**src/rtl/sync_fifo_pkg.sv**
```systemverilog
// fifo_pkg: default FIFO geometry and the address-width helper shared by RTL and bench.
package fifo_pkg;
   localparam int DATA_WIDTH_DEF = 8;
   localparam int DEPTH_DEF      = 16;
   function automatic int addr_w(input int depth);
      return $clog2(depth);
   endfunction
endpackage

```
**src/rtl/sync_fifo_if.sv**
```systemverilog
// sync_fifo_if: write/read handshake, status flags and error pulses of the FIFO.
interface sync_fifo_if
   import fifo_pkg::*;
#(
   parameter int DATA_WIDTH = DATA_WIDTH_DEF,
   parameter int DEPTH      = DEPTH_DEF
);
   localparam int CW = addr_w(DEPTH) + 1;
   logic                  wr_en;
   logic [DATA_WIDTH-1:0] wr_data;
   logic                  rd_en;
   logic [DATA_WIDTH-1:0] rd_data;
   logic                  full;
   logic                  empty;
   logic                  almost_full;
   logic                  almost_empty;
   logic [CW-1:0]         count;
   logic                  overflow;
   logic                  underflow;
   modport master (
      output wr_en, wr_data, rd_en,
      input  rd_data, full, empty, almost_full, almost_empty, count, overflow, underflow
   );
   modport slave (
      input  wr_en, wr_data, rd_en,
      output rd_data, full, empty, almost_full, almost_empty, count, overflow, underflow
   );
endinterface

```
**src/rtl/sync_fifo_mem.sv**
```systemverilog
// fifo_mem: DEPTH x DATA_WIDTH register array, sync write port and registered read port.
module fifo_mem
   import fifo_pkg::*;
#(
   parameter int DATA_WIDTH = DATA_WIDTH_DEF,
   parameter int DEPTH      = DEPTH_DEF,
   localparam int AW        = addr_w(DEPTH)
)(
   input  logic                  clk,
   input  logic                  rst_n,
   input  logic                  i_we,
   input  logic [AW-1:0]         i_waddr,
   input  logic [DATA_WIDTH-1:0] i_wdata,
   input  logic                  i_re,
   input  logic [AW-1:0]         i_raddr,
   output logic [DATA_WIDTH-1:0] o_rdata
);
   logic [DATA_WIDTH-1:0] r_mem [DEPTH];
   always_ff @(posedge clk)
      if (i_we) r_mem[i_waddr] <= i_wdata;
   // Storage is never reset; only the output register is.
   always_ff @(posedge clk or negedge rst_n)
      if (!rst_n)    o_rdata <= '0;
      else if (i_re) o_rdata <= r_mem[i_raddr];
endmodule

```
**src/rtl/sync_fifo.sv**
```systemverilog
// sync_fifo: single-clock FIFO with wrap-bit pointers, occupancy flags and over/underflow pulses.
module sync_fifo
   import fifo_pkg::*;
#(
   parameter int DATA_WIDTH = DATA_WIDTH_DEF,
   parameter int DEPTH      = DEPTH_DEF,
   parameter int AF_LEVEL   = DEPTH - 2,
   parameter int AE_LEVEL   = 2
)(
   input logic        clk,
   input logic        rst_n,
   sync_fifo_if.slave bus
);
   localparam int AW                = addr_w(DEPTH);
   localparam logic [AW:0] AF_CNT   = AF_LEVEL[AW:0];
   localparam logic [AW:0] AE_CNT   = AE_LEVEL[AW:0];
   logic [AW:0] r_wr_ptr, r_rd_ptr, w_count;
   logic        r_overflow, r_underflow;
   logic        w_full, w_empty, w_wr_ok, w_rd_ok;
   assign w_count = r_wr_ptr - r_rd_ptr;
   assign w_empty = r_wr_ptr == r_rd_ptr;
   assign w_full  = (r_wr_ptr[AW-1:0] == r_rd_ptr[AW-1:0]) && (r_wr_ptr[AW] != r_rd_ptr[AW]);
   assign w_wr_ok = bus.wr_en && !w_full;
   assign w_rd_ok = bus.rd_en && !w_empty;
   always_ff @(posedge clk or negedge rst_n)
      if (!rst_n) begin
         r_wr_ptr    <= '0;
         r_rd_ptr    <= '0;
         r_overflow  <= 1'b0;
         r_underflow <= 1'b0;
      end else begin
         if (w_wr_ok) r_wr_ptr <= r_wr_ptr + 1'b1;
         if (w_rd_ok) r_rd_ptr <= r_rd_ptr + 1'b1;
         r_overflow  <= bus.wr_en && w_full;
         r_underflow <= bus.rd_en && w_empty;
      end
   fifo_mem #(.DATA_WIDTH(DATA_WIDTH), .DEPTH(DEPTH)) u_mem (
      .clk     (clk),
      .rst_n   (rst_n),
      .i_we    (w_wr_ok),
      .i_waddr (r_wr_ptr[AW-1:0]),
      .i_wdata (bus.wr_data),
      .i_re    (w_rd_ok),
      .i_raddr (r_rd_ptr[AW-1:0]),
      .o_rdata (bus.rd_data)
   );
   assign bus.full         = w_full;
   assign bus.empty        = w_empty;
   assign bus.almost_full  = w_count >= AF_CNT;
   assign bus.almost_empty = w_count <= AE_CNT;
   assign bus.count        = w_count;
   assign bus.overflow     = r_overflow;
   assign bus.underflow    = r_underflow;
endmodule

```
**src/flat_wrapper.sv**
```systemverilog
// flat-port wrapper written by rule: the top's interface ports become plain ports
module sync_fifo_flat import fifo_pkg::*;
#(
   parameter int DATA_WIDTH = DATA_WIDTH_DEF,
   parameter int DEPTH      = DEPTH_DEF,
   parameter int AF_LEVEL   = DEPTH - 2,
   parameter int AE_LEVEL   = 2
)
  (clk, rst_n, bus_wr_en, bus_wr_data, bus_rd_en, bus_rd_data, bus_full, bus_empty, bus_almost_full, bus_almost_empty, bus_count, bus_overflow, bus_underflow);
  sync_fifo_if #(.DATA_WIDTH(DATA_WIDTH), .DEPTH(DEPTH)) bus_i ();
  input logic clk;
  input logic rst_n;
  input wire logic [$bits(bus_i.wr_en)-1:0] bus_wr_en;
  input wire logic [$bits(bus_i.wr_data)-1:0] bus_wr_data;
  input wire logic [$bits(bus_i.rd_en)-1:0] bus_rd_en;
  output wire logic [$bits(bus_i.rd_data)-1:0] bus_rd_data;
  output wire logic [$bits(bus_i.full)-1:0] bus_full;
  output wire logic [$bits(bus_i.empty)-1:0] bus_empty;
  output wire logic [$bits(bus_i.almost_full)-1:0] bus_almost_full;
  output wire logic [$bits(bus_i.almost_empty)-1:0] bus_almost_empty;
  output wire logic [$bits(bus_i.count)-1:0] bus_count;
  output wire logic [$bits(bus_i.overflow)-1:0] bus_overflow;
  output wire logic [$bits(bus_i.underflow)-1:0] bus_underflow;
  assign bus_i.wr_en = bus_wr_en;
  assign bus_i.wr_data = bus_wr_data;
  assign bus_i.rd_en = bus_rd_en;
  assign bus_rd_data = bus_i.rd_data;
  assign bus_full = bus_i.full;
  assign bus_empty = bus_i.empty;
  assign bus_almost_full = bus_i.almost_full;
  assign bus_almost_empty = bus_i.almost_empty;
  assign bus_count = bus_i.count;
  assign bus_overflow = bus_i.overflow;
  assign bus_underflow = bus_i.underflow;
  sync_fifo #(.DATA_WIDTH(DATA_WIDTH), .DEPTH(DEPTH), .AF_LEVEL(AF_LEVEL), .AE_LEVEL(AE_LEVEL)) u_core (.clk(clk), .rst_n(rst_n), .bus(bus_i));
endmodule
```
**config.mk**
```make
export PLATFORM = sky130hd
export DESIGN_NAME = sync_fifo_flat
export DESIGN_NICKNAME = d
export VERILOG_FILES = /design/src/rtl/sync_fifo_pkg.sv /design/src/rtl/sync_fifo_if.sv /design/src/rtl/sync_fifo_mem.sv /design/src/rtl/sync_fifo.sv /design/src/flat_wrapper.sv
export SDC_FILE = /design/constraint.sdc
export NUM_CORES = 1
export LEC_CHECK = 0
export CAP_MARGIN = 20
export CORE_UTILIZATION = 55
export CTS_CLUSTER_SIZE = 30
export DETAILED_ROUTE_END_ITERATION = 10
export GPL_TIMING_DRIVEN = 1
export PLACE_DENSITY = 0.71
export SLEW_MARGIN = 20
export SYNTH_ARGS = -nofsm -noshare
export SYNTH_HDL_FRONTEND = slang
export SYNTH_SLANG_ARGS = --single-unit
```
**constraint.sdc**
```tcl
create_clock -name clk -period 8.45 [get_ports clk]
set_input_delay 1.2675 -clock clk [delete_from_list [all_inputs] [get_ports clk]]
set_output_delay 1.2675 -clock clk [all_outputs]
set_load 0.01 [all_outputs]
```
==> flow_summary.json <==
{
  "synth_top_area_share_pct": 63.77,
  "max_slew_margin_pct": 29.38,
  "routedWlPerCell_um": 21.66,
  "clock_path_buffers": 2,
  "clock.fmax_mhz": 199.7,
  "end_kind": "primary output",
  "worst_slack_ps": 3443,
  "fin_nets": 419,
  "finalNonFillerCells": 546,
  "antenna_left": 0,
  "ir_drop_mv": 0.3361,
  "routed_wl_mm": 11.83,
  "die_h_um": 106.7,
  "synth_fp_nets": 385,
  "cp-start-kind": "register",
  "setup_tns_ps": 0,
  "htree_levels": 4,
  "dieArea_um2": 11380,
  "grt_first_pass_wirelength_mm": 18.51,
  "period_share_pct": 59.25,
  "synth.cell_area_um2": 6027,
  "post-synth-top-count-cell": "edfxtp_1",
  "tightest_slew_ps": 1059,
  "drtIter0Drc": 321,
  "routed-via-count": 3214,
  "place_ws_ps": 4007,
  "hold_viol": 0,
  "ios": 31,
  "dr.pass1.iters": 4,
  "crit_arrival_ps": 3740,
  "dpl.hpwl_mm": 7.334,
  "required_ps": 7180,
  "ys_ff_latch": 148,
  "vias_per_cell": 5.886,
  "rr_startpoint": "u_core.r_rd_ptr[0]",
  "reg2reg_slack_ps": 5010,
  "maxCapViolCount": 0,
  "period_minus_slack_ps": 5007,
  "grt_max_degree": 61,
  "drcViolationCount": 0,
  "drive_gt1_share_pct": 10.73,
  "worstPathCellList": "ha_1 > inv_1 > fa_1 > a21o_1 > a21oi_1 > xnor2_1 > a211oi_1 > clkdlybuf4s50_1",
  "syn2layout_area_growth_pct": 15.76,
  "cts_buffers": 17,
  "dp.cells": 514,
  "ys_types": 41,
  "netlist_instances": 363,
  "leakage_nw": 2.495,
  "insertion_delay_ps": 520,
  "critPathMaxStageDelay_ps": 1100,
  "grt_use_met1_pct": 32.75,
  "cts_post_setup_buffers_inserted": 0,
  "hold_end": "u_core.r_rd_ptr[4]",
  "synth_warnings": 0,
  "min_path_type": "register to register",
  "synthArstFlopShare_pct": 13.51,
  "cts_tree": "built",
  "port_buffers": 30,
  "grt_pass1_vias": 3294,
  "use_met2_pct": 34.75,
  "grt_antenna_before_repair": 0,
  "seq_area_frac_synth_pct": 72.08,
  "cts_hold_buffers": 0,
  "power.density_cell_area_nw_per_um2": 371.9,
  "top_usage_layer": "met2",
  "clockRootBuffer": "clkbuf_8",
  "status": "finished, final reports clean",
  "ctsResizeCount": 0,
  "coreArea_um2": 10460,
  "initial_core_util_pct": 57.61,
  "synth.largest_area_cell": "edfxtp_1",
  "path_max_fanout": 60,
  "finalClockSkew_ps": 7.577,
  "rsz0062_at_grt": "no",
  "synth-edff-count": 128,
  "diodes": 0,
  "globalplace.congestion": 0.7713,
  "die_x_um": 106.7,
  "hold_path_depth": 1,
  "critical_path.slowest_cell": "dfrtp_4",
  "clkSlewWorstSetupHoldPaths_ps": 60,
  "ys_top_cells_by_count": "edfxtp_1, mux2i_1, nor2_1, dfrtp_1, o22ai_1",
  "fp-row-count": 37,
  "setup_viol": 0,
  "finalMaxSlewViolations": 0,
  "synth-main-ff-cell": "edfxtp_1",
  "rr_worst_depth": 5,
  "r2r_end": "u_core.u_mem.r_mem[7][4]",
  "hp-start": "u_core.r_rd_ptr[4]",
  "postSynthAreaPerCell_um2": 16.60,
  "grt_usage_pct": 23.09,
  "grt_overflow": 0,
  "synthTopCellsByArea": "edfxtp_1, dfrtp_1, mux2i_1",
  "cts_sinks": 148,
  "critPathKind": "register to primary output",
  "use_met3_pct": 5.106
}
## cell usage in the layout, fill, tap and decap left out, types with 5 or more instances in the layout
cell type / instances
a31oi_1: 8
mux2i_1: 48
nand2_1: 8
clkinv_2: 7
nor2_1: 30
o21ai_1: 8
mux4_2: 6
clkdlybuf4s50_1: 30
ha_1: 9
xnor2_1: 9
edfxtp_1: 128
inv_1: 9
clkbuf_16: 17
nand4_1: 5
a221oi_1: 8
o22ai_1: 16
dfrtp_1: 19
clkbuf_8: 5
## power by group
part | leakage (nW) | internal, mW | switching, mW | total [mW]
registers | 1.39 | 0.905 | 0.171 | 1.08
logic | 0.810 | 0.411 | 0.401 | 0.812
clock network | 0.292 | 0.436 | 0.270 | 0.707
total | 2.49 | 1.75 | 0.842 | 2.59
## layout make-up
type	count	area [µm²]
Clock buffer	23	498.0
Clock inverter	9	73.82
Fill cell	746	3486
Inverter	9	33.78
Multi-Input combinational cell	189	1538
Sequential cell	148	4348
Tap cell	136	170.2
Timing Repair Buffer	32	315.3
## worst max-delay path by stage
stage | startpoint | to | slack (ps) | cells past startpoint
2_1_floorplan | u_core.r_rd_ptr[1] | bus_almost_empty | 5150 | 7
3_3_place_gp | u_core.r_rd_ptr[0] | bus_almost_empty | 4100 | 8
3_5_place_dp | u_core.r_rd_ptr[0] | bus_almost_empty | 4010 | 8
4_1_cts | u_core.r_rd_ptr[0] | bus_almost_empty | 3440 | 8
5_1_grt | u_core.r_rd_ptr[0] | bus_almost_empty | 3240 | 8
6_report | u_core.r_rd_ptr[0] | bus_almost_empty | 3440 | 8
## per-layer routing
layer | wire [µm] | vias to the layer above
li1 | - | 1479
met1 | 5137 | 1601
met2 | 5746 | 120
met3 | 759 | 14
met4 | 183 | 0
met5 | 0 | -
## worst max-delay path, delay by kind of cell (launching register included)
kind / cells / cell delay (ps)
AO/OA/AOI/OAI: 3 / 580
XOR/XNOR: 1 / 140
adder cells (fa/ha/maj): 2 / 710
buffers and inverters: 2 / 630
flip-flops: 1 / 1100
## flip-flops by register name (all words and copies together) (netlist names)
name                  flops
u_core.u_mem.r_mem      128
u_core.u_mem.o_rdata      8
u_core.r_rd_ptr           5
u_core.r_wr_ptr           5
u_core.bus.overflow       1
u_core.bus.underflow      1
## kinds of logic after synthesis
logic type | share of synthesized area [%]
muxes | 11.09
and+or+nand+nor | 4.650
xor gates and xnor gates | 1.744
DFF | 72.08
AOI/OAI and AO/OA | 5.585
buffers and inverters | 2.657
adders and majority gates | 2.201
## through the flow
step	total power, mW	hold WS, ps	utilization [%]	area [µm²]
6_report	2.595	547.2	66.68	6977
5_1_grt	2.728	586.3	66.68	6977
4_1_cts	2.603	555.6	66.63	6972
3_5_place_dp	1.900	547.0	61.17	6400
3_3_place_gp	1.864	518.8	61.07	6390
2_1_floorplan	1.593	501.2	-	6027
Note: power is estimated with default switching activity, not from simulation.
